$ cat config.mk
export PLATFORM = sky130hd
export DESIGN_NAME = alu_exec_unit
export DESIGN_NICKNAME = d
export VERILOG_FILES = /design/src/rtl/alu_pkg.sv /design/src/rtl/muldiv_seq.sv /design/src/rtl/alu_exec_unit.sv
export SDC_FILE = /design/constraint.sdc
export NUM_CORES = 1
export LEC_CHECK = 0
export ABC_AREA = 1
export CAP_MARGIN = 20
export CORE_UTILIZATION = 30
export CTS_BUF_LIST = sky130_fd_sc_hd__clkbuf_4
export CTS_CLUSTER_DIAMETER = 40
export DETAILED_ROUTE_END_ITERATION = 10
export PLACE_DENSITY_LB_ADDON = 0.25
export SLEW_MARGIN = 20
export SYNTH_ARGS = -nofsm -noshare
export SYNTH_HDL_FRONTEND = slang
export SYNTH_SLANG_ARGS = --single-unit
$ cat constraint.sdc
create_clock -name clk -period 14.8 [get_ports clk]
set_input_delay 3.7 -clock clk [delete_from_list [all_inputs] [get_ports clk]]
set_output_delay 3.7 -clock clk [all_outputs]
set_load 0.01 [all_outputs]
$ cat src/rtl/alu_pkg.sv
// Shared types and constants for the EX-stage ALU and its mul/div engine.
// Build option: define ALU_EXEC_DIV_EN to include the iterative divider.
package alu_pkg;

  typedef enum logic [1:0] {
    AOP_ADD   = 2'b00,
    AOP_SUB   = 2'b01,
    AOP_FUNCT = 2'b10,
    AOP_SLT   = 2'b11
  } aluop_e;

  localparam logic [5:0] F_ADD   = 6'b100000;
  localparam logic [5:0] F_SUB   = 6'b100010;
  localparam logic [5:0] F_AND   = 6'b100100;
  localparam logic [5:0] F_OR    = 6'b100101;
  localparam logic [5:0] F_XOR   = 6'b100110;
  localparam logic [5:0] F_NOR   = 6'b100111;
  localparam logic [5:0] F_SLT   = 6'b101010;
  localparam logic [5:0] F_SLTU  = 6'b101011;
  localparam logic [5:0] F_MFHI  = 6'b010000;
  localparam logic [5:0] F_MFLO  = 6'b010010;
  localparam logic [5:0] F_MULT  = 6'b011000;
  localparam logic [5:0] F_MULTU = 6'b011001;
  localparam logic [5:0] F_DIV   = 6'b011010;
  localparam logic [5:0] F_DIVU  = 6'b011011;

  typedef enum logic [3:0] {
    ALU_ADD,
    ALU_SUB,
    ALU_AND,
    ALU_OR,
    ALU_XOR,
    ALU_NOR,
    ALU_SLT,
    ALU_SLTU,
    ALU_MFHI,
    ALU_MFLO,
    ALU_MULT,
    ALU_MULTU,
    ALU_DIV,
    ALU_DIVU,
    ALU_BAD
  } alu_ctrl_e;

  typedef enum logic [1:0] {
    IDLE,
    MUL
`ifdef ALU_EXEC_DIV_EN
    ,
    DIV
`endif
  } md_state_e;

endpackage

$ cat src/rtl/muldiv_seq.sv
// Iterative one-bit-per-cycle multiply/divide engine owning HI/LO.
// Build option: ALU_EXEC_DIV_EN adds the restoring divider and DIV state.
module muldiv_seq
  import alu_pkg::*;
#(
  parameter int WIDTH = 32
) (
  input  logic             clk,
  input  logic             reset,
  input  logic             start,
`ifdef ALU_EXEC_DIV_EN
  input  logic             div,
`endif
  input  logic             sgn,
  input  logic [WIDTH-1:0] a,
  input  logic [WIDTH-1:0] b,
  output logic             busy,
  output logic [WIDTH-1:0] hi,
  output logic [WIDTH-1:0] lo
);

  localparam int CW = $clog2(WIDTH);
  localparam logic [CW-1:0] LAST = CW'(WIDTH - 1);

  md_state_e          state;
  logic [CW-1:0]      cnt;
  logic [WIDTH-1:0]   acc_hi;
  logic [WIDTH-1:0]   acc_lo;
  logic [WIDTH-1:0]   opb;
  logic               neg_q;
  logic [WIDTH-1:0]   mag_a;
  logic [WIDTH-1:0]   mag_b;
  logic [WIDTH:0]     msum;
  logic [WIDTH-1:0]   mul_hi;
  logic [WIDTH-1:0]   mul_lo;
  logic [2*WIDTH-1:0] prod;
`ifdef ALU_EXEC_DIV_EN
  logic               neg_r;
  logic               dz;
  logic [WIDTH-1:0]   a_raw;
  logic [WIDTH:0]     shl;
  logic               ge;
  logic [WIDTH-1:0]   div_hi;
  logic [WIDTH-1:0]   div_lo;
  logic [WIDTH-1:0]   quo;
  logic [WIDTH-1:0]   rem;
`endif

  assign mag_a = (sgn & a[WIDTH-1]) ? -a : a;
  assign mag_b = (sgn & b[WIDTH-1]) ? -b : b;

  // One shift-add step; product sign applied on the final write
  always_comb begin
    msum = {1'b0, acc_hi} + (acc_lo[0] ? {1'b0, opb} : '0);
    mul_hi = msum[WIDTH:1];
    mul_lo = {msum[0], acc_lo[WIDTH-1:1]};
    prod = neg_q ? -{mul_hi, mul_lo} : {mul_hi, mul_lo};
  end

`ifdef ALU_EXEC_DIV_EN
  // One restoring shift-subtract step plus final sign correction
  always_comb begin
    shl = {acc_hi, acc_lo[WIDTH-1]};
    ge = shl >= {1'b0, opb};
    div_hi = ge ? (shl[WIDTH-1:0] - opb) : shl[WIDTH-1:0];
    div_lo = {acc_lo[WIDTH-2:0], ge};
    quo = neg_q ? -div_lo : div_lo;
    rem = neg_r ? -div_hi : div_hi;
  end
`endif

  // Sequencer: latch operands at issue, iterate WIDTH times, commit HI/LO
  always_ff @(posedge clk or posedge reset) begin
    if (reset) begin
      state  <= IDLE;
      cnt    <= '0;
      busy   <= 1'b0;
      hi     <= '0;
      lo     <= '0;
      acc_hi <= '0;
      acc_lo <= '0;
      opb    <= '0;
      neg_q  <= 1'b0;
`ifdef ALU_EXEC_DIV_EN
      neg_r  <= 1'b0;
      dz     <= 1'b0;
      a_raw  <= '0;
`endif
    end else begin
      unique case (state)
        IDLE: begin
          if (start) begin
            acc_hi <= '0;
            acc_lo <= mag_a;
            opb    <= mag_b;
            cnt    <= '0;
            busy   <= 1'b1;
            neg_q  <= sgn & (a[WIDTH-1] ^ b[WIDTH-1]);
`ifdef ALU_EXEC_DIV_EN
            neg_r  <= sgn & a[WIDTH-1];
            dz     <= (b == '0);
            a_raw  <= a;
            state  <= div ? DIV : MUL;
`else
            state  <= MUL;
`endif
          end
        end
        MUL: begin
          acc_hi <= mul_hi;
          acc_lo <= mul_lo;
          cnt    <= cnt + 1'b1;
          if (cnt == LAST) begin
            {hi, lo} <= prod;
            busy     <= 1'b0;
            state    <= IDLE;
          end
        end
`ifdef ALU_EXEC_DIV_EN
        DIV: begin
          acc_hi <= div_hi;
          acc_lo <= div_lo;
          cnt    <= cnt + 1'b1;
          if (cnt == LAST) begin
            hi    <= dz ? a_raw : rem;
            lo    <= dz ? '1 : quo;
            busy  <= 1'b0;
            state <= IDLE;
          end
        end
`endif
        default: begin
          busy  <= 1'b0;
          state <= IDLE;
        end
      endcase
    end
  end

endmodule

$ cat src/rtl/alu_exec_unit.sv
// EX-stage ALU: funct decode, single-cycle ALU, stall and mul/div issue.
// Build option: ALU_EXEC_DIV_EN enables div/divu (else they decode illegal).
module alu_exec_unit
  import alu_pkg::*;
#(
  parameter int WIDTH = 32
) (
  input  logic             clk,
  input  logic             reset,
  input  logic             en,
  input  logic [1:0]       aluop,
  input  logic [5:0]       funct,
  input  logic [WIDTH-1:0] a,
  input  logic [WIDTH-1:0] b,
  output logic [WIDTH-1:0] result,
  output logic             zero,
  output logic             busy,
  output logic             stall,
  output logic             illegal
);

  alu_ctrl_e        ctrl;
  logic             md_op;
  logic             hilo_op;
  logic             md_sgn;
  logic             start;
  logic [WIDTH-1:0] hi;
  logic [WIDTH-1:0] lo;
`ifdef ALU_EXEC_DIV_EN
  logic             md_div;
`endif

  // Collapse aluop/funct into one internal operation
  always_comb begin
    ctrl = ALU_BAD;
    unique case (aluop)
      AOP_ADD: ctrl = ALU_ADD;
      AOP_SUB: ctrl = ALU_SUB;
      AOP_SLT: ctrl = ALU_SLT;
      default: begin
        unique case (funct)
          F_ADD:   ctrl = ALU_ADD;
          F_SUB:   ctrl = ALU_SUB;
          F_AND:   ctrl = ALU_AND;
          F_OR:    ctrl = ALU_OR;
          F_XOR:   ctrl = ALU_XOR;
          F_NOR:   ctrl = ALU_NOR;
          F_SLT:   ctrl = ALU_SLT;
          F_SLTU:  ctrl = ALU_SLTU;
          F_MFHI:  ctrl = ALU_MFHI;
          F_MFLO:  ctrl = ALU_MFLO;
          F_MULT:  ctrl = ALU_MULT;
          F_MULTU: ctrl = ALU_MULTU;
`ifdef ALU_EXEC_DIV_EN
          F_DIV:   ctrl = ALU_DIV;
          F_DIVU:  ctrl = ALU_DIVU;
`endif
          default: ctrl = ALU_BAD;
        endcase
      end
    endcase
  end

`ifdef ALU_EXEC_DIV_EN
  assign md_div = (ctrl == ALU_DIV) | (ctrl == ALU_DIVU);
  assign md_op  = (ctrl == ALU_MULT) | (ctrl == ALU_MULTU) | md_div;
  assign md_sgn = (ctrl == ALU_MULT) | (ctrl == ALU_DIV);
`else
  assign md_op  = (ctrl == ALU_MULT) | (ctrl == ALU_MULTU);
  assign md_sgn = (ctrl == ALU_MULT);
`endif

  assign hilo_op = (ctrl == ALU_MFHI) | (ctrl == ALU_MFLO);
  assign stall   = busy & en & (md_op | hilo_op);
  assign start   = en & md_op & ~stall;
  assign illegal = en & (ctrl == ALU_BAD);

  // Single-cycle result; mul/div and undecoded ops produce zero
  always_comb begin
    result = '0;
    unique case (ctrl)
      ALU_ADD:  result = a + b;
      ALU_SUB:  result = a - b;
      ALU_AND:  result = a & b;
      ALU_OR:   result = a | b;
      ALU_XOR:  result = a ^ b;
      ALU_NOR:  result = ~(a | b);
      ALU_SLT:  result = {{(WIDTH-1){1'b0}}, $signed(a) < $signed(b)};
      ALU_SLTU: result = {{(WIDTH-1){1'b0}}, a < b};
      ALU_MFHI: result = hi;
      ALU_MFLO: result = lo;
      default:  result = '0;
    endcase
  end

  assign zero = (result == '0);

  muldiv_seq #(.WIDTH(WIDTH)) u_muldiv (
    .clk   (clk),
    .reset (reset),
    .start (start),
`ifdef ALU_EXEC_DIV_EN
    .div   (md_div),
`endif
    .sgn   (md_sgn),
    .a     (a),
    .b     (b),
    .busy  (busy),
    .hi    (hi),
    .lo    (lo)
  );

endmodule

# == Word-level counts from Yosys, hierarchy flattened ==
# Index checks and enable logic that the tools add are counted.
# word_totals
ff_bits,169
in_bits,75
out_inout_bits,36
word_cells,93
# op_classes
add_sub_neg,7
n_lt_le_gt_ge,2
n_eq_ne,30
n_mux,19
bitwise_logic,17
reduce_logical,9
# ops
op,count
one-hot mux 32 bit (10 select lines),1
2-to-1 mux 32 bit,5
one-hot mux 32 bit (2 select lines),2
less-than comparator 32 bit,2
2-to-1 mux 64 bit,1
negator 32 bit,2
negator 64 bit,1
equality test 6 bit (second input constant),8
one-hot mux 4 bit (12 select lines),1
adder 32 x 33 -> 33 bit,1
adder 32 bit,1
bitwise AND 32 bit,1
zero test 32 bit,1
NOT 32 bit,1
bitwise OR 32 bit,1
subtractor 32 bit,1
XOR 32 bit,1
equality test 6 x 5 -> 1 bit (second input constant),4
equality test 4 bit (second input constant),5
equality test 4 x 3 -> 1 bit (second input constant),4
one-hot mux 4 bit (3 select lines),1
one-hot mux 5 bit (2 select lines),1
bitwise AND 1 bit,8
equality test 4 x 2 -> 1 bit (second input constant),2
other kinds (19),28

# == Longest topological paths before layout ==
# Gate-level depths: netlist (run 1).
# logic_depth
depth_word,11
depth_mapped,27

# == Cells and area by module ==
# From an unflattened synthesis (run 1), not the netlist that was laid out.
# hier_totals
hier_cells,3605
area_unflattened_um2,20696.1
# modules_own_cells
mod,n_inst,cells_each,area_each_um2
muldiv_seq,1,1874,12525.8
alu_exec_unit,1,1731,8170.3

# == Worst setup path before layout (run 1) ==
# No wires, ideal clock.
# synth_timing
path_type,in2out
start,input a[0]
end,output zero
arrival_ns,5.835
t_required_ns,11.100
path_slack_ns,5.265
path_stages,23
path_cell_list,inv_1 ha_1 inv_1 fa_1 nand2_1 nand2_1 nand3_1 nand2_1 nand2_1 nand3_1 nand2_1 nand3_1 nand2_1 inv_1 nand2_1 nand2_1 inv_1 nand3_1 nor2_1 nand2_1 nor2_1 nand2_1 nor2_1
# synth_between
word_cells_on_any_way,10
classes_between,2 x add/sub; 2 x order compare; 1 x mux; 4 x bitwise; 1 x reduce/logical
# synth_lines
element,line,text
"start, declared",alu_exec_unit.sv:13,"input logic [WIDTH-1:0] a,"
subtractor 32 bit / adder 32 bit (equally long branches),"alu_exec_unit.sv:83, alu_exec_unit.sv:82",
one-hot mux 32 bit (10 select lines) *,alu_exec_unit.sv:81,unique case (ctrl)
net result[22],alu_exec_unit.sv:15,"output logic [WIDTH-1:0] result,"
zero test 32 bit *,alu_exec_unit.sv:96,assign zero = (result == '0);
"end, declared",alu_exec_unit.sv:16,"output logic zero,"
# Mark *: on every way through the listed nets, which the timed path passes. The rest lies on a longest branch.

# == Worst setup path after layout (run 1) ==
# layout_timing
start,input funct[2]
end,output zero
# layout_between
elab_chain_cells,6
word_cells_on_any_way,26
classes_between,21 x eq/ne; 3 x mux; 2 x reduce/logical
# layout_rtl
element,line,text
"start, declared",alu_exec_unit.sv:12,"input logic [5:0] funct,"
equality test 6 x 5 -> 1 bit / equality test 6 bit (equally long branches),alu_exec_unit.sv:41,unique case (funct)
one-hot mux 4 bit (12 select lines) *,alu_exec_unit.sv:41,
one-hot mux 4 bit (3 select lines) *,alu_exec_unit.sv:36,unique case (aluop)
equality test 4 bit (tied with other cells),alu_exec_unit.sv:81,
one-hot mux 32 bit (10 select lines) *,alu_exec_unit.sv:81,
zero test 32 bit *,alu_exec_unit.sv:96,
# Every way passes the cells marked *; elsewhere a longest branch is shown, timed or not.

==> results of run 1 <==
==> worst max path at each step <==
stage	from	end	depth (start not counted)
finish	funct[2]	zero	21
global route	a[17]	zero	20
CTS	a[27]	zero	20
floorplan	a[0]	zero	23
global placement	a[27]	zero	20
detailed placement	a[27]	zero	20
==> Yosys cell counts (6+ instances only) <==
master / number / share of area
a21oi_1: 107 / 0.027
buf_1: 7 / 0.0013
buf_2: 38 / 0.0098
clkbuf_1: 60 / 0.012
dfrtp_1: 167 / 0.21
ha_1: 135 / 0.087
inv_1: 486 / 0.094
inv_2: 6 / 0.0012
nand2_1: 1184 / 0.23
nand2_2: 7 / 0.0022
nand3_1: 220 / 0.057
nand3b_1: 12 / 0.0046
nand4_1: 55 / 0.018
nor2_1: 390 / 0.075
nor2_4: 6 / 0.0035
nor3_1: 54 / 0.014
nor4_1: 6 / 0.0019
o21a_1: 7 / 0.0027
o21ai_0: 159 / 0.041
o21ai_1: 18 / 0.0046
o21bai_1: 16 / 0.0062
o221ai_1: 30 / 0.013
xnor2_1: 8 / 0.0036
xor2_1: 133 / 0.060
==> cells in the final DEF, fill, tap and decap left out, drive strengths merged <==
master	n
nor3	54
a21boi	1
bufinv	4
xnor2	8
clkinv	6
o21bai	16
nand3	223
inv	494
a21o	3
ha	135
diode	2
and3	1
clkinvlp	1
buf	19
or2	2
o21a	7
nand4	55
nand2	1191
a31oi	3
o22ai	2
clkdlybuf4s50	110
a22o	5
o21ai	177
fa	3
xor2	133
and2	4
o31ai	2
clkbuf	18
a21oi	110
o211ai	3
nand3b	12
dfrtp	167
nor2	401
nor4	6
o221ai	30
==> cell type report <==
class | count | area, um^2
timing repair buffer | 129 | 1240
multi-input combinational | 2587 | 13000
clock buffer | 18 | 135
inverter | 492 | 1850
clock inverter | 13 | 179
antenna | 2 | 5.00
tap | 855 | 1070
fill | 7358 | 42700
sequential | 167 | 4180
==> worst max-delay path, delay by kind of cell <==
kind / cells / cell delay, ns
simple gates: 14 / 2.87
buf+inv: 6 / 1.22
compound gates: 1 / 0.31
==> registers in the layout, indices dropped and copies added, names as in the netlist <==
signal and flops:
u_muldiv.cnt 5, u_muldiv.acc_hi 32, u_muldiv.opb 32, u_muldiv.neg_q 1, u_muldiv.lo 32, u_muldiv.hi 32
u_muldiv.acc_lo 32, u_muldiv.busy 1
==> power by group <==
group | internal [W] | switching, W | total [W]
clock | 0.000135 | 0.000178 | 0.000312
combinational | 0.000367 | 0.000753 | 0.00112
sequential | 0.000552 | 0.0000760 | 0.000628
total | 0.00105 | 0.00101 | 0.00206
==> stage by stage <==
stage               cells  area [um^2]  utilization  worst slack, ns
floorplan            3354        19500            -             5.26
finish               4263        21700        0.337             2.98
detailed placement   4230        21300        0.332             3.02
global route         4263        21700        0.337             2.76
global placement     4230        21300        0.332             3.05
CTS                  4261        21700        0.337             3.02
==> layer usage <==
| layer | track usage | vias up |
|---|---|---|
| li1 | - | 10600 |
| met1 | 0.320 | 9832 |
| met2 | 0.421 | 760 |
| met3 | 0.0192 | 134 |
| met4 | 0.0949 | 2 |
| met5 | 0 | - |
==> cells by family (layout without fill, tap and decap cells) <==
group,count (synthesis),count (layout),share of synthesized area
other,0,2,0
flip-flops,167,167,0.215
XOR/XNOR,141,141,0.0634
buffers and inverters,600,652,0.119
adder cells (fa/ha/maj),138,138,0.0898
AND/OR/NAND/NOR,1949,1949,0.409
AO/OA/AOI/OAI,359,359,0.104
==> results.md, run 1 <==
* Outcome: finished clean
* Cts bufs inserted at 17
* Die width at 257 um
* Main synth FF type: dfrtp_1
* Final clock skew at 0.0240 ns
* Row count at 93
* Routed vias at 21300
* Die Ht at ~260 um
* Initial antenna violation count at 2
* Starting density of the core at 0.303
* Post-Syn Nets at 3567
* Required time of the critical path at about 11 ns
* Cell with the most instances on the worst path: nand2_1
* Post-detail-place hpwl at between 60000 and 70000 um
* Mapped Area at between 15000 and 20000 um^2
* CTS tree: done
* Nets at 3607
* WL per Instance at 19.3 um
* Clk pin slew, worst setup/hold paths at 0.15 ns
* Path depth of the worst reg2reg path at 17
* Worst-margin pin slew at 1.23 ns
* First-pass GRT wire length at 124000 um
* FFs w/ async S/R, synth at 1.00
* WHS Path Cells at 2
* DRC viols at 0
* Total GRT Usage at 0.246
* IO Count at 111
* Max_cap viols at 0
* Power, Total at 0.00206 W
* Clk sinks at approximately 170
* Worst-Skew Late Latency at approximately 0.63 ns
* Max incr delay on CP at 1.02 ns
* Setup crit start kind: input port
* WL met3 at 4500 um
* GPL Wtd Cong at 0.990
* Final hold vios at 0
* Worst Hold End: u_muldiv.opb[2]
* Max clock buf depth at 2
* Crit Reg-Reg Endpoint: u_muldiv.hi[25]
* R2R setup slack at 10.62 ns
* Core region area at roughly 64000 um^2
* Pins Over Slew Limit at 0
* Drt first pass iters at 8
* Metal2 WL at 38800 um
* CTS resizes at 0
* Library cells used by synthesis at 40
* Number of global-route vias before repair at 20500
* RSZ-0062 raised after global routing: false
* HP Class: reg -> reg
* Setup CP Type: in -> out
* Total leakage power at 11.9 nW
* Die area at 66000 um^2
* Worst hold slack at 0.496 ns
* GR Overflow Total at 0
* Top sig layer: met5
* WL met1 at between 30000 and 40000 um
* CP arrival at 8.12 ns
* Setup TNS at 0 ns
* Relative max-transition margin at 0.178
* Layout cell share with drive strength beyond 1 at 0.0250
* Setup Fix Bufs, Post-CTS at 0
* Crit path capture type: primary output
* Yosys warnings at 0
* Detailed router's first-iteration violation count at 2078
* Largest net degree at the start of global routing at around 110
* Max Fclk at ~85 MHz
* H-tree levels at 4
* Via density at 4.99
* Critical-path cell list: clkdlybuf4s50_1 -> inv_1 -> nand2_1 -> inv_2 -> nand3b_1 -> nand2_1 -> inv_1 -> nand2_2 -> nand3_2 -> nand2_2 -> nor2_1 -> nand2_1 -> o21ai_0 -> inv_1 -> nand3_1 -> nor2_1 -> nand2_1 -> nor2_1 -> nand2_1 -> nor2_1 -> clkdlybuf4s50_1
* CTS Hold Bufs at 0
* DRT Wirelength at 82200 um
* Synthesis-stage register bit count at between 150 and 200
* Crit path max-delay cell type: nor2_1
* Pwr Density at 95.1 nW/um^2
* Hold Path Origin: u_muldiv.opb[2]
* Detail Route Antenna Nets at 0
* I/O Buffers at 110
* Post-Synthesis Cells at 3354
* Crit-path max FO at 16
* Max IR drop VDD at 0.0604 mV
* Final Setup Violations at 0
* Avg Cell Area, Syn at about 5.8 um^2
* Clock root cell: clkbuf_4
* Period utilization at 0.799
* Post-synth EDFFs at 0
* Fin crit period at 11.82 ns
* Worst r2r src: u_muldiv.acc_lo[0]
* Layout area overhead at 11.2%
* Seq/Total Area, Yosys at 0.215
(Power assumes the default switching activity.)
==> run 2: changes to the inputs <==
clock period = 9.8 ns   (was 14.8 ns; I/O delays follow)
==> results.md, run 2 (synthesis results as in run 1) <==
* Outcome: finished clean
* CTS tree: done
* IO Count at 111
* Drt first pass iters at 7
* I/O Buffers at 110
* Crit-path max FO at 9
* Total GRT Usage at 0.247
* Critical path depth in cells at 21
* Max clock buf depth at 2
* Cell family with most CP delay: simple AND/OR/NAND/NOR gates
* Most common cell after layout, fill and taps aside: nand2_1
* RSZ-0062 raised after global routing: false
* Setup CP Type: in -> out
* Starting density of the core at 0.303
* Largest net degree at the start of global routing at 111
* Fillers at 7226
* Core region area at 64300 um^2
* Detailed router's first-iteration violation count at 1913
* Post-detail-place hpwl at 66900 um
* Total leakage power at 11.9 nW
* Crit path capture type: primary output
* Max Fclk at 104 MHz
* Max_cap viols at 0
* Crit Reg-Reg Endpoint: u_muldiv.hi[17]
* DRC viols at 0
* Cts bufs inserted at 17
* Setup Fix Bufs, Post-CTS at 0
* Pins Over Slew Limit at 0
* Die area at 66000 um^2
* Path depth of the worst reg2reg path at 18
* Period utilization at 0.984
* DRT Wirelength at 82300 um
* Routed vias at 21100
* GR Overflow Total at 0
* Worst hold slack at 0.494 ns
* GPL Wtd Cong at 0.981
* Layout area overhead at 11.6%
* Setup crit start kind: input port
* Final clock skew at around 0.025 ns
* Critical path startpoint: a[11]
* R2R setup slack at 5.84 ns
* Clk pin slew, worst setup/hold paths at 0.15 ns
* Pre-CTS WS at 0.307 ns
* Initial antenna violation count at 1
* CP bufs+invs at 3
* Die width at 257 um
* Critical-path cell list: clkdlybuf4s50_1 -> inv_1 -> ha_1 -> nor2_1 -> nand2_1 -> nor3_1 -> nand2_1 -> nand3_1 -> nand2_1 -> nand2_1 -> nand2_1 -> nand2_1 -> nor2_1 -> nor2_1 -> nand3_1 -> nor2_1 -> nand2_1 -> nor2_1 -> nand2_1 -> nor2_1 -> clkdlybuf4s50_1
* Setup WS post-layout at 0.159 ns
* Required time of the critical path at 7.35 ns
* Number of global-route vias before repair at 20400
* Nets at approximately 3600
* HP Class: reg -> reg
* WL per Instance at between 15 and 20 um
* Pwr Density at roughly 140 nW/um^2
* Relative max-transition margin at 0.296
* CP arrival at 7.19 ns
* Fin crit period at 9.64 ns
* Max IR drop VDD at 0.0858 mV
* Die Ht at 257 um
* WHS Path Cells at 2
* Max incr delay on CP at 0.67 ns
* Final hold vios at 0
* Worst-margin pin slew at 1.06 ns
* Via density at 4.93
* CTS Hold Bufs at 0
* CTS resizes at 0
* Detail Route Antenna Nets at 0
* Final Setup Violations at 0
* Commonest cells after routing, fill and taps aside: 1183 x nand2_1, 485 x inv_1, 387 x nor2_1, 220 x nand3_1, 167 x dfrtp_1
* Clk sinks at 167
* CP endpoint: zero
* Layout cell share with drive strength beyond 1 at 0.0301
* H-tree levels at 4
* Crit path max-delay cell type: clkdlybuf4s50_1
* Clock root cell: clkbuf_4
* Setup TNS at 0 ns
* Worst r2r src: u_muldiv.acc_lo[0]
* Worst-Skew Late Latency at 0.65 ns
* Cell with the most instances on the worst path: nand2_1
* Row count at between 90 and 100
* First-pass GRT wire length at 124000 um
run 2: cell count changes in the layout (fill, tap and decap cells not counted), sizes merged:
cell      before  now
bufinv         4    1
diode          2    1
clkbuf        18   17
buf           19   33
clkinv         6    5
inv          494  497
clkinvlp       1    4
run 2: worst min path at each step:
stage / startpoint / to / slack, ns
2_1_floorplan: u_muldiv.opb[12] / u_muldiv.opb[12] / 0.45
3_3_place_gp: u_muldiv.lo[14] / u_muldiv.lo[14] / 0.47
3_5_place_dp: u_muldiv.opb[11] / u_muldiv.opb[11] / 0.47
4_1_cts: u_muldiv.opb[7] / u_muldiv.opb[7] / 0.50
5_1_grt: u_muldiv.opb[7] / u_muldiv.opb[7] / 0.52
6_report: u_muldiv.opb[7] / u_muldiv.opb[7] / 0.49
run 2: per-stage QoR:
stage               area, um^2   util  std cells  power [W]
detailed placement       21500  0.333       4244    0.00263
global placement         21500  0.333       4244    0.00263
global route             21700  0.338       4277    0.00330
floorplan                19500      -       3354    0.00209
finish                   21700  0.338       4277    0.00306
CTS                      21700  0.338       4276    0.00305
run 2: per-layer routing:
metal,global-route usage,vias to the layer above,wire (um)
met5,0,-,0
met4,0.0990,0,3210
met3,0.0216,147,3870
met2,0.421,633,38800
met1,0.321,9725,36500
li1,-,10600,-
run 2: cell type report:
cell class	count	area (um^2)	share of cell area
diodes	1	2.50	0.000115
clock buffers	17	128	0.00587
clock inverters	15	145	0.00668
inverters	492	1850	0.0852
multi-input cells	2587	13000	0.599
flip-flops and latches	167	4180	0.192
well taps	855	1070	0.0492
repair buffers	143	1350	0.0621
run 2: tightest hold or removal path, cell delays in order (launching register included):
cell and delay [ns]:
dfrtp_1 0.37, nand2_1 0.05, nand2_1 0.05
run 2: power by group:
| group | switching (W) | internal, W |
|---|---|---|
| Sequential | 0.000113 | 0.000834 |
| Combinational | 0.00114 | 0.000558 |
| Clock | 0.000285 | 0.000131 |
==> run 3: changes to the inputs <==
CORE_MARGIN = 2   (was default)
==> results.md, run 3 (synthesis results as in run 1) <==
* Setup WS post-layout at 0.409 ns
* Die width at 259 um
* Drt first pass iters at 6
* Final hold vios at 0
* Outcome: finished clean
* Path depth of the worst reg2reg path at 23
* R2R setup slack at 5.95 ns
* Worst-margin pin slew at 1.21 ns
* Number of global-route vias before repair at 20700
* Max IR drop VDD at 0.0948 mV
* Hold Path Origin: u_muldiv.lo[20]
* Worst-Skew Late Latency at 0.64 ns
* CP bufs+invs at 5
* Row count at 93
* Pre-CTS WS at 0.442 ns
* Starting density of the core at 0.303
* Critical-path cell list: clkdlybuf4s50_1 -> inv_1 -> ha_1 -> nor2_1 -> nand2_1 -> inv_1 -> nand2_1 -> nand2_1 -> buf_4 -> nand2_1 -> nand2_1 -> nand2_1 -> nand2_1 -> nand2_1 -> nand2_1 -> nor2_1 -> nor2_1 -> nand3_1 -> nor2_1 -> nand2_1 -> nor2_1 -> nand2_1 -> nor2_1 -> clkdlybuf4s50_1
* Relative max-transition margin at 0.185
* Crit Reg-Reg Endpoint: u_muldiv.hi[26]
* Crit path max-delay cell type: clkdlybuf4s50_1
* H-tree levels at 4
* Layout area overhead at 12.2%
* Final clock skew at 0.0227 ns
* Core region area at about 64000 um^2
* Cell with the most instances on the worst path: nand2_1
* Net switching share of the total power at 0.488
* Crit-path max FO at 8
* CTS Hold Bufs at 0
* Post-route cell area at 21900 um^2
* Clk sinks at 167
* Max incr delay on CP at roughly 0.63 ns
* Setup crit start kind: input port
* Flop pwr share at 0.305
* Cts bufs inserted at 17
* Pwr Density at 143 nW/um^2
* Initial antenna violation count at 1
* CP arrival at 6.94 ns
* Worst r2r src: u_muldiv.acc_lo[0]
* DRT Wirelength at 85600 um
* WHS Path Cells at 2
* Post-DP Area at 21500 um^2
* Max clock buf depth at 2
* WL per Instance at 20.0 um
* Max Fclk at around 110 MHz
* Setup Fix Bufs, Post-CTS at 0
* Worst Hold End: u_muldiv.lo[20]
* Pins Over Slew Limit at 0
* CTS resizes at 0
* Clock root cell: clkbuf_4
* Die Ht at 259 um
* Routed vias at around 22000
* Period utilization at 0.958
* Post-detail-place hpwl at 69200 um
* Die area at 67000 um^2
* Logic pwr share at 0.545
* Max_cap viols at 0
* Fin crit period at 9.39 ns
* Setup CP Type: in -> out
* Most common cell after layout, fill and taps aside: nand2_1
* Detail Route Antenna Nets at 0
* Required time of the critical path at 7.35 ns
* Commonest cells after routing, fill and taps aside: 1183 x nand2_1, 485 x inv_1, 387 x nor2_1, 220 x nand3_1, 167 x dfrtp_1
* RSZ-0062 raised after global routing: false
* NetSw at 0.00152 W
* Final Setup Violations at 0
* Largest net degree at the start of global routing at 111
* First-pass GRT wire length at 126000 um
* Via density at 5.02
* IO Count at 111
* Fillers at 7283
* Clock power frac at 0.149
* Layout cell share with drive strength beyond 1 at 0.0318
* Cell family with most CP delay: simple AND/OR/NAND/NOR gates
* Nets at roughly 3600
* Setup TNS at 0 ns
* Total GRT Usage at 0.251
* Clk pin slew, worst setup/hold paths at 0.12 ns
* DRC viols at 0
* Finished Core Util at 0.340
* Crit path capture type: primary output
* Total leakage power at approximately 12 nW
* CTS tree: done
* GPL Wtd Cong at around 1.1
* Detailed router's first-iteration violation count at a little over 2000
* Pint at 0.00160 W
* GR Overflow Total at 0
* HP Class: reg -> reg
* I/O Buffers at 110
* Power, Total at 0.00312 W
[run 3: changes by cell type in the layout (fill, tap and decap cells not counted), sizes merged]
cell / before / now
buf: 33 / 43
clkbuf: 17 / 18
inv: 497 / 494
clkinvlp: 4 / 2
bufinv: 1 / 4
[run 3: worst max-delay path by stage]
stage,slack [ns],start,depth (start not counted),to
2_1_floorplan,2.76,a[0],23,zero
3_3_place_gp,0.36,b[9],22,zero
3_5_place_dp,0.44,b[9],22,zero
4_1_cts,0.43,b[9],22,zero
5_1_grt,0.16,b[9],22,zero
6_report,0.41,a[3],24,zero
[run 3: layer usage]
| metal | GRT usage | part of all wire | up-vias |
|---|---|---|---|
| li1 | - | - | 10600 |
| met1 | 0.317 | 0.43 | 9938 |
| met2 | 0.423 | 0.46 | 808 |
| met3 | 0.0326 | 0.061 | 188 |
| met4 | 0.119 | 0.052 | 0 |
| met5 | 0 | 0 | - |
[run 3: cell type report]
class                           instances  area (um^2)  area share
Antenna cell                            1         2.50    0.000114
Clock buffer                           18          135     0.00618
Clock inverter                         13          178     0.00813
Inverter                              492         1850      0.0847
Multi-Input combinational cell       2587        13000       0.595
Sequential cell                       167         4180       0.191
Tap cell                              855         1070      0.0489
Timing Repair Buffer                  153         1440      0.0660
[run 3: through the flow]
step	hold WS, ns	instances
floorplan	0.449	3354
CTS	0.503	4284
finish	0.498	4286
detailed placement	0.466	4253
global placement	0.465	4253
global route	0.520	4286
[run 3: worst register-to-register path, delay by kind of cell, from the launching register on]
kind	cells	cell delay, ns
AO/OA/AOI/OAI	1	0.25
buffers and inverters	5	0.69
adder cells (fa/ha/maj)	2	0.58
XOR/XNOR	1	0.22
AND/OR/NAND/NOR	14	1.64
flip-flops	1	0.35
[run 3: power by group through the flow]
stage / combinational [W] / clock (W) / sequential (W)
global placement: 0.00168 / 0 / 0.000959
finish: 0.00170 / 0.000466 / 0.000953
CTS: 0.00169 / 0.000478 / 0.000948
detailed placement: 0.00168 / 0 / 0.000962
floorplan: 0.00116 / 0 / 0.000930
global route: 0.00190 / 0.000498 / 0.000970
